--- config.mk ---
export PLATFORM = sky130hd
export DESIGN_NAME = video_timing
export DESIGN_NICKNAME = d
export VERILOG_FILES = /design/src/rtl/video_timing.sv
export SDC_FILE = /design/constraint.sdc
export NUM_CORES = 1
export LEC_CHECK = 0
export ABC_AREA = 1
export CORE_MARGIN = 8
export CORE_UTILIZATION = 50
export DETAILED_ROUTE_END_ITERATION = 12
export PLACE_DENSITY_LB_ADDON = 0.2
export REMOVE_ABC_BUFFERS = 1
export SETUP_SLACK_MARGIN = 0.3
export SKIP_CTS_REPAIR_TIMING = 1
export SLEW_MARGIN = 40
export SYNTH_ARGS = -nofsm -noshare
export SYNTH_HDL_FRONTEND = slang
export SYNTH_SLANG_ARGS = --single-unit
--- constraint.sdc ---
create_clock -name gpu_clk -period 2.1 [get_ports gpu_clk]
set_clock_uncertainty 0.2 [all_clocks]
set_input_delay 0.315 -clock gpu_clk [delete_from_list [all_inputs] [get_ports gpu_clk]]
set_output_delay 0.315 -clock gpu_clk [all_outputs]
set_load 0.005 [all_outputs]
--- src/rtl/video_timing.sv ---
// rtl/video_timing.sv - VGA raster timing with 2x-scaled 256x240 game-pixel coordinates
module video_timing #(
    parameter int H_VISIBLE = 640,
    parameter int H_FP      = 16,
    parameter int H_SYNC    = 96,
    parameter int H_BP      = 48,
    parameter int V_VISIBLE = 480,
    parameter int V_FP      = 10,
    parameter int V_SYNC    = 2,
    parameter int V_BP      = 33,
    parameter int H_OFFSET  = 64,
    parameter int LEAD      = 2
) (
    input  logic       gpu_clk,
    input  logic       rst_n,
    output logic [7:0] display_x_o,
    output logic [7:0] display_y_o,
    output logic       display_active_o,
    output logic       vblank_o,
    output logic       vblank_start_o,
    output logic [7:0] frame_count_o,
    output logic       hsync_n_o,
    output logic       vsync_n_o,
    output logic       video_on_o
);

    localparam int H_TOTAL = H_VISIBLE + H_FP + H_SYNC + H_BP;
    localparam int V_TOTAL = V_VISIBLE + V_FP + V_SYNC + V_BP;

    localparam logic [9:0] H_LAST   = 10'(H_TOTAL - 1);
    localparam logic [9:0] V_LAST   = 10'(V_TOTAL - 1);
    localparam logic [9:0] H_VIS    = 10'(H_VISIBLE);
    localparam logic [9:0] V_VIS    = 10'(V_VISIBLE);
    localparam logic [9:0] H_WIN_LO = 10'(H_OFFSET);
    localparam logic [9:0] H_WIN_HI = 10'(H_OFFSET + 512);
    localparam logic [9:0] HS_LO    = 10'(H_VISIBLE + H_FP);
    localparam logic [9:0] HS_HI    = 10'(H_VISIBLE + H_FP + H_SYNC);
    localparam logic [9:0] VS_LO    = 10'(V_VISIBLE + V_FP);
    localparam logic [9:0] VS_HI    = 10'(V_VISIBLE + V_FP + V_SYNC);

    // {hsync_n, vsync_n, video_on} when idle
    localparam logic [2:0] SYNC_IDLE = 3'b110;

    if (LEAD > 7 || H_OFFSET + 512 > H_VISIBLE) begin : g_param_check
        $error("video_timing: LEAD must be 0..7 and the game window must fit in H_VISIBLE");
    end

    logic [9:0] hcount;
    logic [9:0] vcount;
    logic [7:0] frame_cnt;

    always_ff @(posedge gpu_clk or negedge rst_n) begin
        if (!rst_n) begin
            hcount    <= '0;
            vcount    <= '0;
            frame_cnt <= '0;
        end else if (hcount == H_LAST) begin
            hcount <= '0;
            if (vcount == V_LAST) begin
                vcount    <= '0;
                frame_cnt <= frame_cnt + 8'd1;
            end else begin
                vcount <= vcount + 10'd1;
            end
        end else begin
            hcount <= hcount + 10'd1;
        end
    end

    logic       active_c;
    logic       vvis_c;
    logic [7:0] dx_c;
    logic [7:0] dy_c;
    logic [2:0] sync_c;

    always_comb begin
        vvis_c   = (vcount < V_VIS);
        active_c = (hcount >= H_WIN_LO) && (hcount < H_WIN_HI) && vvis_c;
        dx_c     = active_c ? 8'((hcount - H_WIN_LO) >> 1) : 8'd0;
        dy_c     = vvis_c ? 8'(vcount >> 1) : 8'd0;
        sync_c   = {!((hcount >= HS_LO) && (hcount < HS_HI)),
                    !((vcount >= VS_LO) && (vcount < VS_HI)),
                    (hcount < H_VIS) && vvis_c};
    end

    logic [2:0] sync_q;

    always_ff @(posedge gpu_clk or negedge rst_n) begin
        if (!rst_n) begin
            display_x_o      <= '0;
            display_y_o      <= '0;
            display_active_o <= 1'b0;
            vblank_o         <= 1'b0;
            vblank_start_o   <= 1'b0;
            frame_count_o    <= '0;
            sync_q           <= SYNC_IDLE;
        end else begin
            display_x_o      <= dx_c;
            display_y_o      <= dy_c;
            display_active_o <= active_c;
            vblank_o         <= !vvis_c;
            vblank_start_o   <= (hcount == 10'd0) && (vcount == V_VIS);
            frame_count_o    <= frame_cnt;
            sync_q           <= sync_c;
        end
    end

    // Extra delay keeps sync/video_on aligned with the layer/compositor pipeline
    if (LEAD == 0) begin : g_no_lead
        assign {hsync_n_o, vsync_n_o, video_on_o} = sync_q;
    end else begin : g_lead
        logic [2:0] dly [LEAD];

        always_ff @(posedge gpu_clk or negedge rst_n) begin
            if (!rst_n) begin
                for (int i = 0; i < LEAD; i++) dly[i] <= SYNC_IDLE;
            end else begin
                dly[0] <= sync_q;
                for (int i = 1; i < LEAD; i++) dly[i] <= dly[i-1];
            end
        end

        assign {hsync_n_o, vsync_n_o, video_on_o} = dly[LEAD-1];
    end

endmodule

==> summary.md <==
| Metric | Value |
|---|---|
| Status | completed |
| Post-Route WL | 5550 um |
| Die width | 91.3 um |
| Share of the synthesized area in the top cell type | 0.512 |
| Vias | between 2000 and 2500 |
| Die area | 8340 um^2 |
| Clock sinks | 64 |
| DRC Markers | 0 |
| Hold_sp | g_lead.dly[4]$_DFF_PN1_ |
| Most frequent CP cell | nor2_4 |
| Worst EP arrival | 1780 ps |
| R2r setup slk | 390 ps |
| CTS Buf Count | 9 |
| CTS tree | yes |
| Clk Latency, worst-skew pair | 340 ps |
| Worst vdd ir | 0.381 mV |
| P_sw | 488 uW |
| Final period util | 0.814 |
| Post-synthesis register bit count | 64 |
| Initial antenna violation count | 0 |
| Top cells by count, synth | dfrtp_1 (58), nand2_1 (58), nor2_1 (49) |
| GPL Wtd Cong | 0.876 |
| Final Instance Count excl. Fillers | 431 |
| GRT overflow | 0 |
| H-tree depth | 3 |
| Asr flop ratio synth | 1.00 |
| Switching fraction of total power | 0.202 |
| Crit start category | flop |
| Layout area overhead | 25.3% |
| Sequential power share | 0.509 |
| Final Util | 0.645 |
| Routed len/inst | around 13 um |
| DRT iter0 DRCs | around 100 |
| Largest net degree at the start of global routing | 65 |
| ANT nets after route | 0 |
| Filler cells | 443 |
| # Max-Cap Violations | 0 |
| LEAKAGE | 1.74 nW |
| Post-synthesis sequential area ratio | 0.568 |
| Vias per cell | between 4 and 5 |
| 1st-pass router iterations | 4 |
| Slew HR | 0.774 |
| CP max stage delay | 380 ps |
| Site Rows | 27 |
| Power Total | about 2.4 mW |
| Setup repair after global routing missed its margin | yes |
| Share of layout cells above drive strength 1 | 0.153 |
| Number of synthesized flops with an enable pin | 0 |
| Post-DP HPWL | 3880 um |
| Fmax | ~580 MHz |
| Worst-path clk slew | roughly 70 ps |
| DIE HEIGHT | around 91 um |
| Post-Syn Area per Cell | slightly above 9 um^2 |
| Post-route setup TNS | 0 ps |
| Clk buf depth | 2 |
| Synth area leader | dfrtp_1 |
| Share of total power in combinational logic | 0.012 |
| IO buf count | 31 |
| Clk network pwr share | 0.479 |
| First-pass GRT wire length | 9490 um |
| Cells after DPL | 405 |
| Clk Tree Root Cell | clkbuf_8 |
| Initial core utilization | 0.515 |
| Worst-path cell chain | ha_2, nand2_2, nor2_4, buf_4, nand3_4, nor2_4, buf_12, nand2_1, o21ai_0 |
| Cells after Synth | slightly above 300 |
| Measured slew at the worst slew-check pin | 339 ps |
| Setup crit end kind | flop |
| Vias in the first global route | approximately 2100 |
| Core Area | around 5500 um^2 |
| Crit Reg-Reg Startpoint | hcount[1]$_DFF_PN0_ |
| Synth Cell Area | 2840 um^2 |
| Hold Path Class | flop to flop |
| Number of library cell types mapped by synthesis | 26 |
| Diode count | 0 |
| Power per Cell Area | 682 nW/um^2 |
| Max-slew violation count | 0 |
| Worst EP required | 2170 ps |
| Ports | 32 |
| Slowest CP cell | dfrtp_1 |
| GRT Util Overall | 0.143 |
| Layout Nets | between 300 and 400 |
| P_int | 1.93 mW |
| Setup violations, final | 0 |
| Crit path from | hcount[1]$_DFF_PN0_ |
| Area contributors post-synth | dfrtp_1 (51%), nand2_1 (7.7%), nor2_1 (6.5%) |
| Ys flop type | dfrtp_1 |
| CP Class | flop to flop |
| Fin. Hold Viols | 0 |
| Max Fanout on Critical Path | 13 |
| Total of warnings raised by yosys | 0 |
| Tmin final | 1710 ps |
==> power by group through the flow <==
stage | clock network [mW] | logic (mW) | registers [mW]
floorplan | 0 | 0.000000618 | 1.26
global placement | 0 | 0.0294 | 1.26
detailed placement | 0 | 0.0297 | 1.26
CTS | 1.18 | 0.0295 | 1.23
global route | 1.23 | 0.0353 | 1.23
finish | 1.16 | 0.0293 | 1.23
==> kinds of logic (layout without fill, tap and decap cells) <==
| kind of cell | count (synthesis) | count (layout) | share of synthesized area |
|---|---|---|---|
| compound gates | 26 | 26 | 0.0503 |
| flops | 64 | 64 | 0.568 |
| simple gates | 147 | 147 | 0.238 |
| xor+xnor | 11 | 11 | 0.0340 |
| fa+ha+maj | 10 | 10 | 0.0441 |
| buf+inv | 46 | 101 | 0.0662 |
==> through the flow <==
stage | worst slack, ps | hold slack, ps | cell area (um^2)
detailed placement | 191 | 138 | 3220
global route | 278 | 158 | 3550
floorplan | 412 | -181 | 2810
CTS | 170 | -223 | 3440
global placement | 301 | 134 | 3220
finish | 390 | 153 | 3550
==> critical path, delay by kind of cell, from the launching register on <==
| kind | cells | cell delay, ps |
|---|---|---|
| AO/OA/AOI/OAI | 1 | 60 |
| flip-flops | 1 | 380 |
| buffers and inverters | 2 | 280 |
| adder cells (fa/ha/maj) | 1 | 220 |
| AND/OR/NAND/NOR | 5 | 490 |
==> placed cells by master (no fill, tap or decap), types with 5 or more instances in the layout <==
master / Yosys / final
nand2_1: 58 / 58
nand3_1: 18 / 18
nor2_1: 49 / 49
nor2_4: 4 / 5
dfrtp_1: 58 / 56
clkbuf_8: 0 / 10
ha_1: 10 / 9
buf_4: 2 / 8
a21oi_1: 5 / 5
o21ai_0: 17 / 17
inv_1: 40 / 38
xor2_1: 10 / 10
dfstp_2: 6 / 6
clkdlybuf4s50_1: 0 / 28
==> final cells by class <==
cell class / count / area [um^2] / area share
sequential: 64 / 1610 / 0.454
inverter: 43 / 164 / 0.0461
timing repair buffer: 42 / 420 / 0.118
clock buffer: 10 / 138 / 0.0387
clock inverter: 6 / 82.6 / 0.0232
tap: 72 / 90.1 / 0.0254
multi-input combinational: 194 / 1050 / 0.294
==> layer usage <==
layer,routed length (um),GRT usage,vias to the layer above
li1,-,-,1053
met1,2580,0.169,980
met2,2540,0.221,36
met3,316,0.0593,10
met4,110,0.0655,0
met5,0,0,-
==> registers in the layout, summed over array words and instances, names as in the netlist <==
signal and count:
video_on_o 1, display_active_o 1, frame_cnt 8, vblank_o 1, g_lead.dly 3, display_x_o 8
display_y_o 8, frame_count_o 8, vblank_start_o 1, vcount 10, hsync_n_o 1, vsync_n_o 1
hcount 10, sync_q 3
==> path summary, 6_finish.rpt <==
check / endpoint / cells after the start
max: frame_cnt[7]$_DFFE_PN0P_ / 9
min: vsync_n_o$_DFF_PN1_ / 0
max reg2reg: frame_cnt[7]$_DFFE_PN0P_ / 9
min reg2reg: vsync_n_o$_DFF_PN1_ / 0
max in group asynchronous: g_lead.dly[4]$_DFF_PN1_ / 3
min in group asynchronous: display_x_o[7]$_DFF_PN0_ / 3
Power figures use the tool's default switching activity.
